`src/rtl/mdu_seq.sv`:
```
// mdu_seq: iterative RV32M multiply/divide sequencer for the execute stage.
// One operation at a time: 32 shift-add multiply steps or 32 restoring
// divide steps, one sign/select fix-up cycle, then a one-cycle done pulse.
//
// Handshake: an op is accepted on a rising edge in IDLE when req_valid_i=1
// and flush_i=0. stall_o is high combinationally while the op is present and
// not yet finishing. done_o qualifies result_o for exactly one cycle.
// flush_i overrides everything and returns to IDLE with no done pulse.
module mdu_seq #(
  parameter int XLEN = 32
) (
  input  logic            clk_i,
  input  logic            rst_ni,
  input  logic            req_valid_i,
  input  logic [2:0]      funct3_i,
  input  logic [XLEN-1:0] rs1_i,
  input  logic [XLEN-1:0] rs2_i,
  input  logic            flush_i,
  output logic            busy_o,
  output logic            stall_o,
  output logic            done_o,
  output logic [XLEN-1:0] result_o,
  output logic [2:0]      state_o
);

  typedef enum logic [2:0] {
    S_IDLE = 3'd0,
    S_MUL  = 3'd1,
    S_DIV  = 3'd2,
    S_FIX  = 3'd3,
    S_DONE = 3'd4
  } state_e;

  localparam logic [XLEN-1:0] ZERO     = '0;
  localparam logic [XLEN-1:0] ALL_ONES = '1;
  localparam logic [XLEN-1:0] MIN_NEG  = {1'b1, {(XLEN-1){1'b0}}};

  state_e            state_q, state_d;
  logic [4:0]        cnt_q, cnt_d;
  // Multiply: {partial product high, multiplier}; divide: {remainder, quotient}.
  logic [2*XLEN-1:0] acc_q, acc_d;
  // Multiplicand or divisor magnitude.
  logic [XLEN-1:0]   opnd_q, opnd_d;
  logic              neg_q, neg_d;
  logic              sel_hi_q, sel_hi_d;
  logic              sel_rem_q, sel_rem_d;
  logic              is_div_q, is_div_d;
  logic [XLEN-1:0]   result_q, result_d;

  // Operand decode at acceptance.
  logic              sgn1_en, sgn2_en, s1, s2;
  logic [XLEN-1:0]   mag1, mag2;
  logic              div_zero, div_ovf;
  logic [XLEN-1:0]   fast_res;

  // Datapath helpers.
  logic [XLEN:0]     mul_sum;
  logic [XLEN:0]     rem_sh;
  logic [XLEN:0]     div_diff;
  logic [2*XLEN-1:0] prod_fix;
  logic [XLEN-1:0]   div_word;
  logic [XLEN-1:0]   fix_res;

  // Signedness, magnitudes and divide special cases for the incoming op.
  always_comb begin
    // rs1 signed for everything except MULHU/DIVU/REMU (funct3 = x11 or 101).
    sgn1_en  = !(funct3_i == 3'b011 || funct3_i == 3'b101 || funct3_i == 3'b111);
    // rs2 signed for MUL, MULH, DIV, REM only.
    sgn2_en  = (funct3_i == 3'b000 || funct3_i == 3'b001 ||
                funct3_i == 3'b100 || funct3_i == 3'b110);
    s1       = sgn1_en & rs1_i[XLEN-1];
    s2       = sgn2_en & rs2_i[XLEN-1];
    mag1     = s1 ? (ZERO - rs1_i) : rs1_i;
    mag2     = s2 ? (ZERO - rs2_i) : rs2_i;
    div_zero = (rs2_i == ZERO);
    div_ovf  = !funct3_i[0] && (rs1_i == MIN_NEG) && (rs2_i == ALL_ONES);
    if (div_zero) fast_res = funct3_i[1] ? rs1_i : ALL_ONES;
    else          fast_res = funct3_i[1] ? ZERO : MIN_NEG;
  end

  // One shift-add or restoring-divide step, and the final sign/select fix-up.
  always_comb begin
    mul_sum  = {1'b0, acc_q[2*XLEN-1:XLEN]} + {1'b0, (acc_q[0] ? opnd_q : ZERO)};
    rem_sh   = {acc_q[2*XLEN-1:XLEN], acc_q[XLEN-1]};
    // Remainder stays below the divisor, so a 33-bit difference is exact.
    div_diff = rem_sh - {1'b0, opnd_q};
    prod_fix = neg_q ? ({(2*XLEN){1'b0}} - acc_q) : acc_q;
    div_word = sel_rem_q ? acc_q[2*XLEN-1:XLEN] : acc_q[XLEN-1:0];
    if (is_div_q) fix_res = neg_q ? (ZERO - div_word) : div_word;
    else          fix_res = sel_hi_q ? prod_fix[2*XLEN-1:XLEN] : prod_fix[XLEN-1:0];
  end

  // Next-state and datapath updates; flush overrides every state.
  always_comb begin
    state_d   = state_q;
    cnt_d     = cnt_q;
    acc_d     = acc_q;
    opnd_d    = opnd_q;
    neg_d     = neg_q;
    sel_hi_d  = sel_hi_q;
    sel_rem_d = sel_rem_q;
    is_div_d  = is_div_q;
    result_d  = result_q;
    case (state_q)
      S_IDLE: begin
        if (req_valid_i && !flush_i) begin
          cnt_d     = 5'd31;
          neg_d     = (funct3_i[2] && funct3_i[1]) ? s1 : (s1 ^ s2);
          sel_hi_d  = (funct3_i[1:0] != 2'b00);
          sel_rem_d = funct3_i[1];
          is_div_d  = funct3_i[2];
          if (!funct3_i[2]) begin
            state_d = S_MUL;
            acc_d   = {ZERO, mag2};
            opnd_d  = mag1;
          end else if (div_zero || div_ovf) begin
            state_d  = S_DONE;
            result_d = fast_res;
          end else begin
            state_d = S_DIV;
            acc_d   = {ZERO, mag1};
            opnd_d  = mag2;
          end
        end
      end
      S_MUL: begin
        acc_d = {mul_sum, acc_q[XLEN-1:1]};
        if (cnt_q == 5'd0) state_d = S_FIX;
        else               cnt_d   = cnt_q - 5'd1;
      end
      S_DIV: begin
        if (div_diff[XLEN]) acc_d = {rem_sh[XLEN-1:0], acc_q[XLEN-2:0], 1'b0};
        else                acc_d = {div_diff[XLEN-1:0], acc_q[XLEN-2:0], 1'b1};
        if (cnt_q == 5'd0) state_d = S_FIX;
        else               cnt_d   = cnt_q - 5'd1;
      end
      S_FIX: begin
        result_d = fix_res;
        state_d  = S_DONE;
      end
      S_DONE: state_d = S_IDLE;
      default: state_d = S_IDLE;
    endcase
    if (flush_i) begin
      state_d  = S_IDLE;
      result_d = result_q;
    end
  end

  // State and datapath registers with asynchronous active-low reset.
  always_ff @(posedge clk_i or negedge rst_ni) begin
    if (!rst_ni) begin
      state_q   <= S_IDLE;
      cnt_q     <= 5'd0;
      acc_q     <= '0;
      opnd_q    <= '0;
      neg_q     <= 1'b0;
      sel_hi_q  <= 1'b0;
      sel_rem_q <= 1'b0;
      is_div_q  <= 1'b0;
      result_q  <= '0;
    end else begin
      state_q   <= state_d;
      cnt_q     <= cnt_d;
      acc_q     <= acc_d;
      opnd_q    <= opnd_d;
      neg_q     <= neg_d;
      sel_hi_q  <= sel_hi_d;
      sel_rem_q <= sel_rem_d;
      is_div_q  <= is_div_d;
      result_q  <= result_d;
    end
  end

  assign busy_o   = (state_q != S_IDLE);
  assign stall_o  = req_valid_i && (state_q != S_DONE) && !flush_i;
  assign done_o   = (state_q == S_DONE) && !flush_i;
  assign result_o = result_q;
  assign state_o  = state_q;

endmodule

```
`config.mk`:
```
export PLATFORM = sky130hd
export DESIGN_NAME = mdu_seq
export DESIGN_NICKNAME = d
export VERILOG_FILES = /design/src/rtl/mdu_seq.sv
export SDC_FILE = /design/constraint.sdc
export NUM_CORES = 1
export LEC_CHECK = 0
export ABC_AREA = 0
export CAP_MARGIN = 20
export CORE_AREA = 2 2 167 235
export CTS_CLUSTER_SIZE = 8
export DETAILED_ROUTE_END_ITERATION = 10
export DIE_AREA = 0 0 169 237
export MAX_ROUTING_LAYER = met4
export PLACE_DENSITY = 0.68
export SYNTH_ARGS = -nofsm -noshare
export SYNTH_HDL_FRONTEND = slang
export SYNTH_SLANG_ARGS = --single-unit
```
`constraint.sdc`:
```
create_clock -name clk_i -period 5.17 [get_ports clk_i]
set_input_delay 1.034 -clock clk_i [delete_from_list [all_inputs] [get_ports clk_i]]
set_output_delay 1.034 -clock clk_i [all_outputs]
set_load 0.01 [all_outputs]
```
== Word level (Yosys, flattened, before mapping) ==
Index checks and enable logic that the tools add are counted.

* Equality and inequality tests: 21
* Reductions and logical operators: 32
* Multiplexer cells: 32
* Add/sub/neg operators: 7
* Bitwise gates (word level): 4

{| class="wikitable"
|+ Operators with widths
! cell !! number
|-
| $mux W32 || 15
|-
| $mux W64 || 5
|-
| $pmux W64 S3 || 1
|-
| $sub A1 B32 Y32 const A || 3
|-
| $eq A32 B32 Y1 const B || 2
|-
| $pmux W32 S2 || 1
|-
| $sub A1 B64 Y64 const A || 1
|-
| $add A32 B32 Y33 || 1
|-
| $sub A33 B32 Y33 || 1
|-
| $logic_not A32 Y1 || 1
|-
| $eq A3 B3 Y1 const B || 5
|-
| $mux W3 || 5
|-
| $mux W5 || 2
|-
| $ne A2 B2 Y1 const B || 5
|-
| $pmux W5 S2 || 1
|-
| $eq A3 B2 Y1 const B || 3
|-
| $ne A3 B3 Y1 const B || 3
|-
| $pmux W3 S3 || 1
|-
| $reduce_and A3 Y1 || 3
|-
| $logic_and A1 B1 Y1 || 7
|-
| $eq A3 B1 Y1 const B || 2
|-
| $logic_not A3 Y1 || 2
|-
| $logic_or A1 B1 Y1 || 6
|-
| $reduce_bool A2 Y1 || 3
|-
| other kinds (12) || 17
|}

* Output and inout port bits: 38
* Register bits: 140
* Word-level logic and storage cells: 105
* Bits of input ports: 71

== Logic depth before layout (Yosys ltp) ==
Gate-level depths: netlist of the first run.

* Word-level depth: 10
* Gate-level depth with buffers: 17
* Gate-level depth less buffers: 14

== Least setup slack after synthesis of the first run ==
Ideal clock, no wire load.

* Kind: register -> register
* Start point: register sel_rem_q
* End point: register result_q[28], in the netlist result_o[28]
* Setup time: 0.110 ns
* Data required time: 5.060 ns
* Data arrival time: 4.869 ns
* Clock period less this slack: 4.979 ns
* Stages on the path, launching flop included: 17
* Path buffers: 6
* Path slack: 0.191 ns
* Path through: dfrtp_1 clkbuf_1 buf_1 buf_1 clkbuf_1 buf_1 buf_1 mux2i_1 ha_1 o21ai_0 o41ai_1 a21boi_0 nand2_1 a21oi_1 xnor2_1 nor2_1 o41ai_1

* Longest elaborated chain between the ends: 5

{| class="wikitable"
|+ RTL lines
! item !! RTL line !! RTL
|-
| start, declared || 46 || <nowiki>logic sel_rem_q, sel_rem_d;</nowiki>
|-
| start signal, assigned || 169 || <nowiki>sel_rem_q <= sel_rem_d;</nowiki>
|-
| $mux W32 * || 88 || <nowiki>div_word = sel_rem_q ? acc_q[2*XLEN-1:XLEN] : acc_q[XLEN-1:0];</nowiki>
|-
| $sub A1 B32 Y32 || 89 || <nowiki>if (is_div_q) fix_res = neg_q ? (ZERO - div_word) : div_word;</nowiki>
|-
| $mux W32 * (2 in a row) || 89 ||
|-
| $pmux W32 S2 * || 104 || <nowiki>case (state_q)</nowiki>
|-
| end signal, assigned || 171 || <nowiki>result_q <= result_d;</nowiki>
|-
| end, declared || 48 || <nowiki>logic [XLEN-1:0] result_q, result_d;</nowiki>
|}

Mark *: on every way between the ends. The rest lies on a longest branch, timed or not.
A chain may end at the register's enable or synchronous reset.

== Worst setup path in the final report of the first run ==
* Start point: input port rs1_i[9]
* End point: register result_q[8], in the netlist result_o[8]

* Longest elaborated chain between the ends: 6

{| class="wikitable"
|+ RTL lines
! item !! RTL line !! RTL
|-
| start, declared || 16 || <nowiki>input logic [XLEN-1:0] rs1_i,</nowiki>
|-
| $eq A32 B32 Y1 || 76 || <nowiki>div_ovf = !funct3_i[0] && (rs1_i == MIN_NEG) && (rs2_i == ALL_ONES);</nowiki>
|-
| $logic_and A1 B1 Y1 (2 in a row) || 76 ||
|-
| $logic_or A1 B1 Y1 || 116 || <nowiki>end else if (div_zero || div_ovf) begin</nowiki>
|-
| $ne A2 B2 Y1 (no source line) || - ||
|-
| $reduce_and A5 Y1 (no source line) || - ||
|}

Every way passes these cells.

==> key figures, run 1 <==
Setup path
  • Worst-path maximum fanout: 17
  • WP data arrival: 4770 ps
  • Start-to-end type of the worst setup path: in -> reg
  • Crit end category: flop
  • Startpoint types: input port
  • Required time of the worst setup path: 5470 ps

Cells and area
  • Storage cell area: 0.00351 mm²
  • Layout area overhead: 14.6%
  • Final Util: 0.452
  • Fillers: 3891
  • Most frequent cells in the layout: 252 x nand2_1, 250 x o21ai_0, 164 x nor2_1, 148 x a21oi_1, 137 x dfrtp_1
  • Commonest non-fill, non-tap cell in the layout: nand2_1
  • Final nets: 2201
  • Layout cells sized above 1: 0.0599
  • Multi-input gate area: 0.0107 mm²
  • Cell area after layout: 0.0172 mm²
  • Diodes inserted: 0

Routing
  • 1st-iter DRT viols: 1289
  • Drt drc: 0
  • DRT Wirelength: 57.1 mm
  • Highest routed layer: met4
  • Post-route ant nets: 0
  • Wire length per cell after detailed routing: 22.4 µm
  • Drt pass-1 iters: 6
  • Wire length on met3: 3.46 mm
  • Vias/cell: 6.15
  • Met1 Wirelength: 22.4 mm
  • Via Count: 15700
  • Met2 wire length: 27.6 mm

Synthesis
  • Ys flop type: dfrtp_1
  • Sequential-to-total area share from yosys stat: 0.233
  • Syn Area/Cell: 7.41 µm²
  • Yosys top cell area share: 0.233
  • Synth unique cells: 76
  • Asr flop ratio synth: 1.00
  • Post-Syn Area: 0.0150 mm²
  • Leading area contributor after synthesis: dfrtp_1
  • Net Count, Synth: 2172
  • Gate Count Post-Synth: 2028
  • FF+latch count, synth: 140
  • Number of flops mapped to enable cells by yosys: 0
  • Synth warnings: 0
  • Top cells by area, synth: dfrtp_1 23%, o21ai_0 8.3%, nand2_1 6.3%

STA
  • Clock Skews: 9.14 ps
  • Pin slew with the least headroom to its limit: 1020 ps
  • Max_slew headroom: 0.320
  • Max Transition Viols Final: 0
  • Unrepaired setup endpoints after global routing: false
  • Final setup fails: 0
  • Fin crit period: 4470 ps
  • Worst setup margin: 699 ps
  • Ratio of final minimum period to clock period: 0.865
  • Final hold violation count: 0
  • Fmax achieved: 0.224 GHz
  • Setup_tns: 0 ps

Clock network
  • Clock Tree Buf Depth: 2
  • Post-CTS Hold Buffers: 0
  • H-tree depth: 4
  • Number of gates resized after CTS: 0
  • Root Buffer Master: clkbuf_16
  • Clock Latency Late Sink: 460 ps
  • CTS tree: done
  • CTS clock-pin slew for the worst setup and hold paths: 70 ps
  • Clock tree sinks: 140
  • Post-CTS setup buffer count: 0
  • TritonCTS buffer count: 17

Floorplanning
  • Row cnt: 85
  • Core region area: 0.0381 mm²
  • I/O Pins: 109
  • Die height: 237 µm
  • Die area: 0.0401 mm²
  • Die Wd: 169 µm
  • Initial Utilization: 0.395

Place
  • GPL Wtd Cong: 0.985
  • Area after DPL: 0.0166 mm²
  • HPWL after detailed placement: 43.9 mm
  • Pre-CTS setup slack: 292 ps
  • I/O Buffers: 108

Global routing
  • First-pass GRT wire length: 88.1 mm
  • Number of global-route vias before repair: 15300
  • Total GRT Usage: 0.293
  • Antenna violations before repair: 0
  • Total grt overflow: 0
  • Largest net degree at the start of global routing: 126

Power
  • Pwr per Cell Area: 513 mW/mm²
  • Pwr Total: 8.84 mW
  • Static leakage: 7.20 nW
  • VDD IR-drop max: 0.306 mV

Flow run
  • Number of max-cap violations: 0

Outcome
  • Status: complete, no violations

Min path
  • Hold Path Class: reg -> reg
-- worst max-delay path, stage by stage --
cell and delay (ps):
clkdlybuf4s50_1 470, or4_1 600, or3_1 390, nor4bb_1 650
buf_4 260, nand2_1 80, o21ai_0 160, buf_4 150
a31oi_1 80, nand2b_1 210, inv_2 340, mux2i_1 220
o21ai_0 110
-- state kept, by name (all words and copies together), names as in the netlist --
register and cells:
sel_hi_q 1, opnd_q 32, sel_rem_q 1, neg_q 1
is_div_q 1, acc_q 64, cnt_q 5, result_o 32
state_o 3
-- final timing paths --
kind | start | endpoint | slack (ps) | cells past startpoint
setup / recovery | rs1_i[9] | result_o[8] | 700 | 13
hold / removal | opnd_q[15] | opnd_q[15] | 470 | 2
setup reg to reg | acc_q[26] | result_o[21] | 750 | 10
hold reg to reg | opnd_q[15] | opnd_q[15] | 470 | 2
max in group asynchronous | rst_ni | acc_q[35] | 3720 | 2
min in group asynchronous | rst_ni | result_o[30] | 560 | 1
-- final cells by class --
cell class,instances,area share
repair buffers,162,0.0899
flip-flops and latches,140,0.204
clock inverters,10,0.00814
inverters,72,0.0157
clock buffers,22,0.0270
multi-input cells,1664,0.621
well taps,478,0.0347
-- power breakdown --
| group | switching [mW] | internal, mW | leakage, nW |
|---|---|---|---|
| Sequential | 0.694 | 1.47 | 1.78 |
| Clock | 0.528 | 0.783 | 0.286 |
| Combinational | 3.15 | 2.22 | 5.14 |
| Total | 4.37 | 4.47 | 7.20 |
-- per-layer routing --
metal / vias up / GRT usage
met1: 7447 / 0.342
li1: 7409 / -
met3: 169 / 0.0326
met4: 0 / 0.176
met5: - / -
met2: 643 / 0.484
-- metrics by stage --
| stage | hold slack, ps | std cells |
|---|---|---|
| 2_1_floorplan | 450 | 2028 |
| 3_3_place_gp | 462 | 2516 |
| 3_5_place_dp | 470 | 2516 |
| 4_1_cts | 483 | 2548 |
| 5_1_grt | 504 | 2548 |
| 6_report | 475 | 2548 |
-- Yosys cell counts, drive strengths merged, types with 8 or more instances --
master / n
or4: 18
and3: 10
o221ai: 11
mux2i: 59
o21a: 12
nor2b: 15
mux2: 8
a21oi: 148
nand3: 23
xor2: 93
a222oi: 34
dfrtp: 140
o211ai: 21
a31oi: 18
inv: 72
nor4: 10
nand2b: 25
nor3: 41
o31ai: 36
a21o: 36
or2: 11
nand2: 253
o21ai: 253
xnor2: 105
ha: 71
or3: 17
a22oi: 13
nand4: 17
a211oi: 23
nor2: 166
and2: 9
o41ai: 22
buf: 22
clkbuf: 130
-- cells by family (layout without fill, tap and decap cells) --
kind of cell | Yosys count | after routing | share of synthesized area
AO/OA/AOI/OAI | 686 | 686 | 0.290
XOR/XNOR | 198 | 198 | 0.115
adder cells (fa/ha/maj) | 73 | 73 | 0.0618
buffers and inverters | 224 | 266 | 0.0575
flip-flops | 140 | 140 | 0.233
multiplexers | 67 | 67 | 0.0453
AND/OR/NAND/NOR | 640 | 640 | 0.197
No activity file was read; power rests on OpenSTA's default activity.
==> inputs of run 2 (changes only) <==
--- a/config.mk
+++ b/config.mk
@@ -11,6 +11,7 @@
 export CTS_CLUSTER_SIZE = 8
 export DETAILED_ROUTE_END_ITERATION = 10
 export DIE_AREA = 0 0 169 237
+export HOLD_SLACK_MARGIN = 0.12
 export MAX_ROUTING_LAYER = met4
 export PLACE_DENSITY = 0.68
 export SYNTH_ARGS = -nofsm -noshare
==> results of run 2 <==
Same layout as run 1: the final DEF is identical, and so are final timing and power.
